==> config.mk <==
export PLATFORM = sky130hd
export DESIGN_NAME = viterbi_controller
export DESIGN_NICKNAME = d
export VERILOG_FILES = /design/src/rtl/viterbi_pkg.sv /design/src/rtl/viterbi_min_sel.sv /design/src/rtl/viterbi_controller.sv
export SDC_FILE = /design/constraint.sdc
export NUM_CORES = 1
export LEC_CHECK = 0
export CAP_MARGIN = 10
export CORE_MARGIN = 2
export CORE_UTILIZATION = 46
export DETAILED_ROUTE_END_ITERATION = 7
export PLACE_DENSITY = 0.8
export SLEW_MARGIN = 20
export SYNTH_ARGS = -nofsm -noshare
export SYNTH_HDL_FRONTEND = slang
export SYNTH_SLANG_ARGS = --single-unit
==> constraint.sdc <==
create_clock -name clk -period 5.9 [get_ports clk]
set_input_delay 1.18 -clock clk [delete_from_list [all_inputs] [get_ports clk]]
set_output_delay 1.18 -clock clk [all_outputs]
set_load 0.01 [all_outputs]
==> src/rtl/viterbi_pkg.sv <==
// ============================================================================
// Module      : viterbi_pkg
// Description : Shared defaults and FSM state encoding for the Viterbi
//               decoder controller.
// Revision    : 1.0 - initial release
// ============================================================================
`default_nettype none

package viterbi_pkg;

    localparam int VIT_FRAME_LEN  = 8;
    localparam int VIT_NUM_ST     = 4;
    localparam int VIT_PM_W       = 8;
    localparam int VIT_TB_TIMEOUT = 16;

    typedef enum logic [2:0] {
        ST_IDLE   = 3'd0,
        ST_ACS    = 3'd1,
        ST_SELECT = 3'd2,
        ST_TRACE  = 3'd3,
        ST_OUT    = 3'd4
    } vit_state_e;

    // Index width that stays at least one bit wide for degenerate sizes.
    function automatic int safe_clog2(input int n);
        return (n > 1) ? $clog2(n) : 1;
    endfunction

endpackage

`default_nettype wire

==> src/rtl/viterbi_min_sel.sv <==
// ============================================================================
// Module      : viterbi_min_sel
// Description : Combinational argmin over packed path metrics; ties go to
//               the lowest state index.
// Revision    : 1.0 - initial release
// ============================================================================
`default_nettype none

module viterbi_min_sel
    import viterbi_pkg::*;
#(
    parameter int NUM_ST = VIT_NUM_ST,
    parameter int PM_W   = VIT_PM_W
) (
    input  logic [NUM_ST*PM_W-1:0]         i_pm,
    output logic [safe_clog2(NUM_ST)-1:0]  o_idx
);

    localparam int IDX_W = safe_clog2(NUM_ST);

    logic [PM_W-1:0]  w_best_val;
    logic [IDX_W-1:0] w_best_idx;

    // Strict less-than keeps the earlier (lower) index on equal metrics.
    always_comb begin
        w_best_val = i_pm[PM_W-1:0];
        w_best_idx = '0;
        for (int k = 1; k < NUM_ST; k++) begin
            if (i_pm[k*PM_W +: PM_W] < w_best_val) begin
                w_best_val = i_pm[k*PM_W +: PM_W];
                w_best_idx = IDX_W'(k);
            end
        end
    end

    assign o_idx = w_best_idx;

endmodule

`default_nettype wire

==> src/rtl/viterbi_controller.sv <==
// ============================================================================
// Module      : viterbi_controller
// Description : Frame sequencer for a Viterbi decoder: ACS stepping,
//               survivor-memory addressing, start-state select, traceback
//               supervision with timeout, and output handshake.
// Revision    : 1.0 - initial release
// ============================================================================
`default_nettype none

module viterbi_controller
    import viterbi_pkg::*;
#(
    parameter int FRAME_LEN  = VIT_FRAME_LEN,
    parameter int NUM_ST     = VIT_NUM_ST,
    parameter int PM_W       = VIT_PM_W,
    parameter int TB_TIMEOUT = VIT_TB_TIMEOUT
) (
    input  logic                              clk,
    input  logic                              rst,
    input  logic                              i_sym_valid,
    output logic                              o_sym_ready,
    output logic                              o_en_acs,
    output logic                              o_first_stage,
    output logic                              o_sm_wr_en,
    output logic [safe_clog2(FRAME_LEN)-1:0]  o_sm_addr,
    input  logic [NUM_ST*PM_W-1:0]            i_pm,
    output logic [safe_clog2(NUM_ST)-1:0]     o_sel_node,
    output logic                              o_en_t,
    input  logic                              i_tb_done,
    output logic                              o_out_valid,
    input  logic                              i_out_ready,
    output logic                              o_busy,
    output logic                              o_err
);

    localparam int SA_W  = safe_clog2(FRAME_LEN);
    localparam int SEL_W = safe_clog2(NUM_ST);
    localparam int TB_W  = $clog2(TB_TIMEOUT + 1);

    localparam logic [SA_W-1:0] c_LAST_STAGE = SA_W'(FRAME_LEN - 1);
    localparam logic [TB_W-1:0] c_TB_LAST    = TB_W'(TB_TIMEOUT - 1);

    vit_state_e       r_state;
    logic [SA_W-1:0]  r_stage;
    logic [TB_W-1:0]  r_tb_cnt;
    logic [SEL_W-1:0] r_sel_node;
    logic             r_err;

    logic             w_ready;
    logic             w_accept;
    logic [SEL_W-1:0] w_min_idx;

    viterbi_min_sel #(
        .NUM_ST (NUM_ST),
        .PM_W   (PM_W)
    ) u_min_sel (
        .i_pm   (i_pm),
        .o_idx  (w_min_idx)
    );

    // Every output is forced low while rst is held, including the
    // combinational handshake terms that would otherwise see i_sym_valid.
    assign w_ready  = ~rst & ((r_state == ST_IDLE) | (r_state == ST_ACS));
    assign w_accept = i_sym_valid & w_ready;

    assign o_sym_ready   = w_ready;
    assign o_en_acs      = w_accept;
    assign o_sm_wr_en    = w_accept;
    assign o_first_stage = w_accept & (r_stage == '0);
    assign o_sm_addr     = rst ? '0 : r_stage;
    assign o_sel_node    = rst ? '0 : r_sel_node;
    assign o_en_t        = ~rst & (r_state == ST_TRACE);
    assign o_out_valid   = ~rst & (r_state == ST_OUT);
    assign o_busy        = ~rst & (r_state != ST_IDLE);
    assign o_err         = ~rst & r_err;

    always_ff @(posedge clk) begin
        if (rst) begin
            r_state    <= ST_IDLE;
            r_stage    <= '0;
            r_tb_cnt   <= '0;
            r_sel_node <= '0;
            r_err      <= 1'b0;
        end else begin
            case (r_state)
                ST_IDLE, ST_ACS: begin
                    if (w_accept) begin
                        if (r_stage == c_LAST_STAGE) begin
                            r_state <= ST_SELECT;
                            r_stage <= '0;
                        end else begin
                            r_state <= ST_ACS;
                            r_stage <= r_stage + 1'b1;
                        end
                    end
                end
                ST_SELECT: begin
                    r_sel_node <= w_min_idx;
                    r_tb_cnt   <= '0;
                    r_state    <= ST_TRACE;
                end
                ST_TRACE: begin
                    // A done arriving on the final allowed cycle still counts.
                    if (i_tb_done) begin
                        r_state <= ST_OUT;
                    end else if (r_tb_cnt == c_TB_LAST) begin
                        r_err   <= 1'b1;
                        r_state <= ST_IDLE;
                    end else begin
                        r_tb_cnt <= r_tb_cnt + 1'b1;
                    end
                end
                ST_OUT: begin
                    if (i_out_ready) begin
                        r_state <= ST_IDLE;
                    end
                end
                default: begin
                    r_state <= ST_IDLE;
                end
            endcase
        end
    end

endmodule

`default_nettype wire

==> impl_metrics.py <==
metrics = {
    "sta": {
        "fmax_mhz": 167.4,
        "layout_setup_ws_ns": -0.07270,
        "relSlewSlack_pct": 39.15,
        "hold_violations": 0,
        "setup_violations": 1,
        "fin_crit_sh_pct": 101.2,
        "skew_ns": 0.01064,
        "slew_viol_final": 0,
        "tns_ns": -0.07270,
        "worstMarginPinSlew_ns": 0.9108,
        "layout_min_cycle_time_ns": 5.973,
    },
    "floorplanning": {
        "core_sq_um": 3078,
        "fp.dieW_um": 61.09,
        "io-pin-count": 50,
        "die_y_um": 61.09,
        "fp-row-count": 20,
        "start_util_pct": 48.70,
        "dieArea_sq_um": 3731,
    },
    "detailed_routing": {
        "ant_nets": 0,
        "vias_per_cell": 5.589,
        "vias": 1699,
        "routedWlPerCell_um": 17.04,
        "dr.pass1.iters": 4,
        "wirelength_um": 5181,
        "drtIter0Drc": 106,
        "drc": 0,
    },
    "global_route": {
        "grt_pass1_vias": 1411,
        "use_met2_pct": 37.08,
        "met1_usage_pct": 27.32,
        "grt_pass1_wl_um": 5954,
        "met3_usage_pct": 3.151,
        "globalRouteOverflowTotal": 0,
        "grt_usage_pct": 21.37,
        "grt-busiest-layer": "met2",
        "antenna_found_initial": 0,
        "grt_max_degree": 22,
    },
    "clock_network": {
        "tritoncts": "done",
        "cts.sinks": 14,
        "clock_latency_ns": 0.30,
        "cts_buffer_depth": 2,
        "root_buffer": "clkbuf_4",
        "clk_pin_slew_ns": 0.10,
        "numCtsBuffers": 3,
        "cts.htree.levels": 1,
        "hold_buffers": 0,
    },
    "pwr": {
        "power.leakage_nw": 1.216,
        "powerDensity_nw_per_um2": 158.3,
        "ir_drop_v": 0.0001153,
    },
    "placed_design": {
        "hpwlAfterDp_um": 2964,
        "io_buffers": 49,
        "gp_congestion": 0.7729,
        "pre_cts_ws_ns": -0.4890,
        "dpl.cell_count": 289,
        "dpl_cell_area_sq_um": 2161,
    },
    "logic_synthesis": {
        "syn_nets": 246,
        "synthTopCellsByArea": "ha_1, dfxtp_1, mux2_2",
        "synth_top_area_cell": "ha_1",
        "synth-seq-area-share_pct": 18.70,
        "syn_inst": 183,
        "synth_top_area_share_pct": 21.70,
        "synth-async-reset-ratio_pct": 0,
        "synthFlopType": "dfxtp_1",
        "syn_area_sq_um": 1499,
        "avgSynthCellArea_sq_um": 8.191,
        "ys_top_cells_by_count": "ha_1, nor2_1, inv_1",
        "synth-edff-count": 0,
        "ys_seq_elements": 14,
        "synth_most_common_cell": "ha_1",
        "ys_warn_count": 0,
        "yosys.cell_types.count": 41,
    },
    "worst_setup_path": {
        "critPathMaxFanout": 6,
        "end_kind": "flop",
        "cp.arrival_ns": 6.17,
        "required_ns": 6.10,
        "r2r_cells": 4,
        "r2r_slack_ns": 3.80,
        "r2r_end": "r_sel_node[0]$_SDFFE_PP0N_",
        "critPathKind": "input port to flop",
        "r2r_start": "r_state[1]$_SDFFE_PP0P_",
        "start_kind": "input port",
    },
    "min_path": {
        "min_path_type": "flop to flop",
        "whs_endpoint": "r_stage[0]$_SDFFE_PP0P_",
        "hold_depth": 1,
        "min_from": "r_stage[0]$_SDFFE_PP0P_",
    },
    "final_layout": {
        "syn_to_final_growth_pct": 68.86,
        "fillers": 186,
        "diodes": 0,
        "post-route-util_pct": 82.24,
        "seqCellArea_sq_um": 280.3,
        "multi_input_area_sq_um": 1318,
        "nNetsFinal": 324,
        "instances_no_fill": 304,
        "design_area_sq_um": 2531,
        "drive_above_1_share_pct": 29.62,
    },
    "flow_run": {
        "maxCapViolCount": 0,
    },
    "run_status": {
        "violations": "setup timing",
        "outcome": "finished with violations",
    },
}
cell families after synthesis:
kind of cell,Yosys count,synth area share [%]
flops,14,18.70
xor+xnor,2,1.169
compound gates,34,17.03
mux,17,12.94
buf+inv,26,7.262
simple gates,64,21.20
fa+ha+maj,26,21.70
flip-flops by register name (all words and copies together) (netlist names):
signal	count
r_err	1
r_sel_node	2
r_stage	3
r_state	3
r_tb_cnt	5
worst max-delay path by stage:
stage,slack (ns),from,to
after floorplan,0.36,i_pm[7],r_sel_node[0]$_SDFFE_PP0N_
after CTS,0.02,i_pm[3],r_sel_node[0]$_SDFFE_PP0N_
after detailed placement,-0.49,i_pm[6],r_sel_node[0]$_SDFFE_PP0N_
after global routing,-0.28,i_pm[7],r_sel_node[0]$_SDFFE_PP0N_
after global placement,-0.33,i_pm[6],r_sel_node[0]$_SDFFE_PP0N_
final,-0.07,i_pm[7],r_sel_node[0]$_SDFFE_PP0N_
power by group:
group	switching, mW	internal [mW]
sequential	0.00216	0.0969
combinational	0.102	0.127
clock	0.0355	0.0376
total	0.139	0.261
stage by stage:
step | power (mW) | hold slack [ns]
after floorplan | 0.1909 | 0.4512
after global placement | 0.2564 | 0.4755
after detailed placement | 0.2616 | 0.4731
after CTS | 0.3574 | 0.4913
after global routing | 0.4196 | 0.5130
final | 0.4006 | 0.4920
metal layers:
| layer | part of all wire [%] | routed length, um |
|---|---|---|
| met5 | 0 | 0 |
| met4 | 2.1 | 109 |
| met3 | 6.1 | 316 |
| met2 | 51 | 2645 |
| met1 | 41 | 2109 |
area by class of cell:
type	instances	area share, %
Multi-Input combinational cell	143	52.05
Sequential cell	14	11.07
Clock buffer	4	1.434
Tap cell	44	2.175
Inverter	20	2.966
Timing Repair Buffer	79	30.30
cell usage in the layout (no fill, tap or decap), types with 2 or more instances in the layout:
cell	netlist	routed
a2111oi_4	0	2
a21o_1	2	2
a21oi_1	9	7
a21oi_2	0	2
and3_1	2	2
buf_4	1	27
buf_6	1	3
clkbuf_4	0	3
clkdlybuf4s50_1	0	33
dfxtp_1	14	14
dlymetal6s2s_1	0	16
ha_1	26	18
ha_2	0	2
ha_4	0	6
inv_1	20	18
inv_2	0	2
mux2_2	9	5
mux2_4	0	4
mux2i_1	7	3
mux2i_2	0	4
nand2_1	7	7
nand2b_1	4	3
nand3_1	2	2
nand4_1	4	4
nor2_1	23	21
nor2_2	0	2
nor2b_1	5	5
nor3_1	10	9
nor3b_1	2	2
o21a_1	2	2
o21ai_0	4	2
xor2_1	2	2
critical path, cell delays in order:
cell	delay (ns)
dlymetal6s2s_1	0.12
inv_1	0.07
ha_1	0.29
nand4_1	0.17
o311ai_4	0.32
buf_6	0.18
buf_6	0.12
mux2i_1	0.28
ha_2	0.33
o21a_1	0.19
o22ai_1	0.19
nor2_1	0.06
nor3_1	0.38
o21bai_4	0.30
mux2_4	0.35
ha_4	0.22
a211oi_2	0.26
nor2_2	0.09
nor4_2	0.29
buf_4	0.16
nand2_1	0.05
a21o_2	0.22
a2111oi_4	0.33
timing repair:
| action | in CTS | in global routing |
|---|---|---|
| setup endpoints to repair | 1 | 2 |
| hold endpoints to repair | 0 | 0 |
| setup buffers | 8 | 3 |
| pin swaps | 9 | 14 |
| gates resized for setup | 12 | 43 |
(Power assumes the default switching activity.)
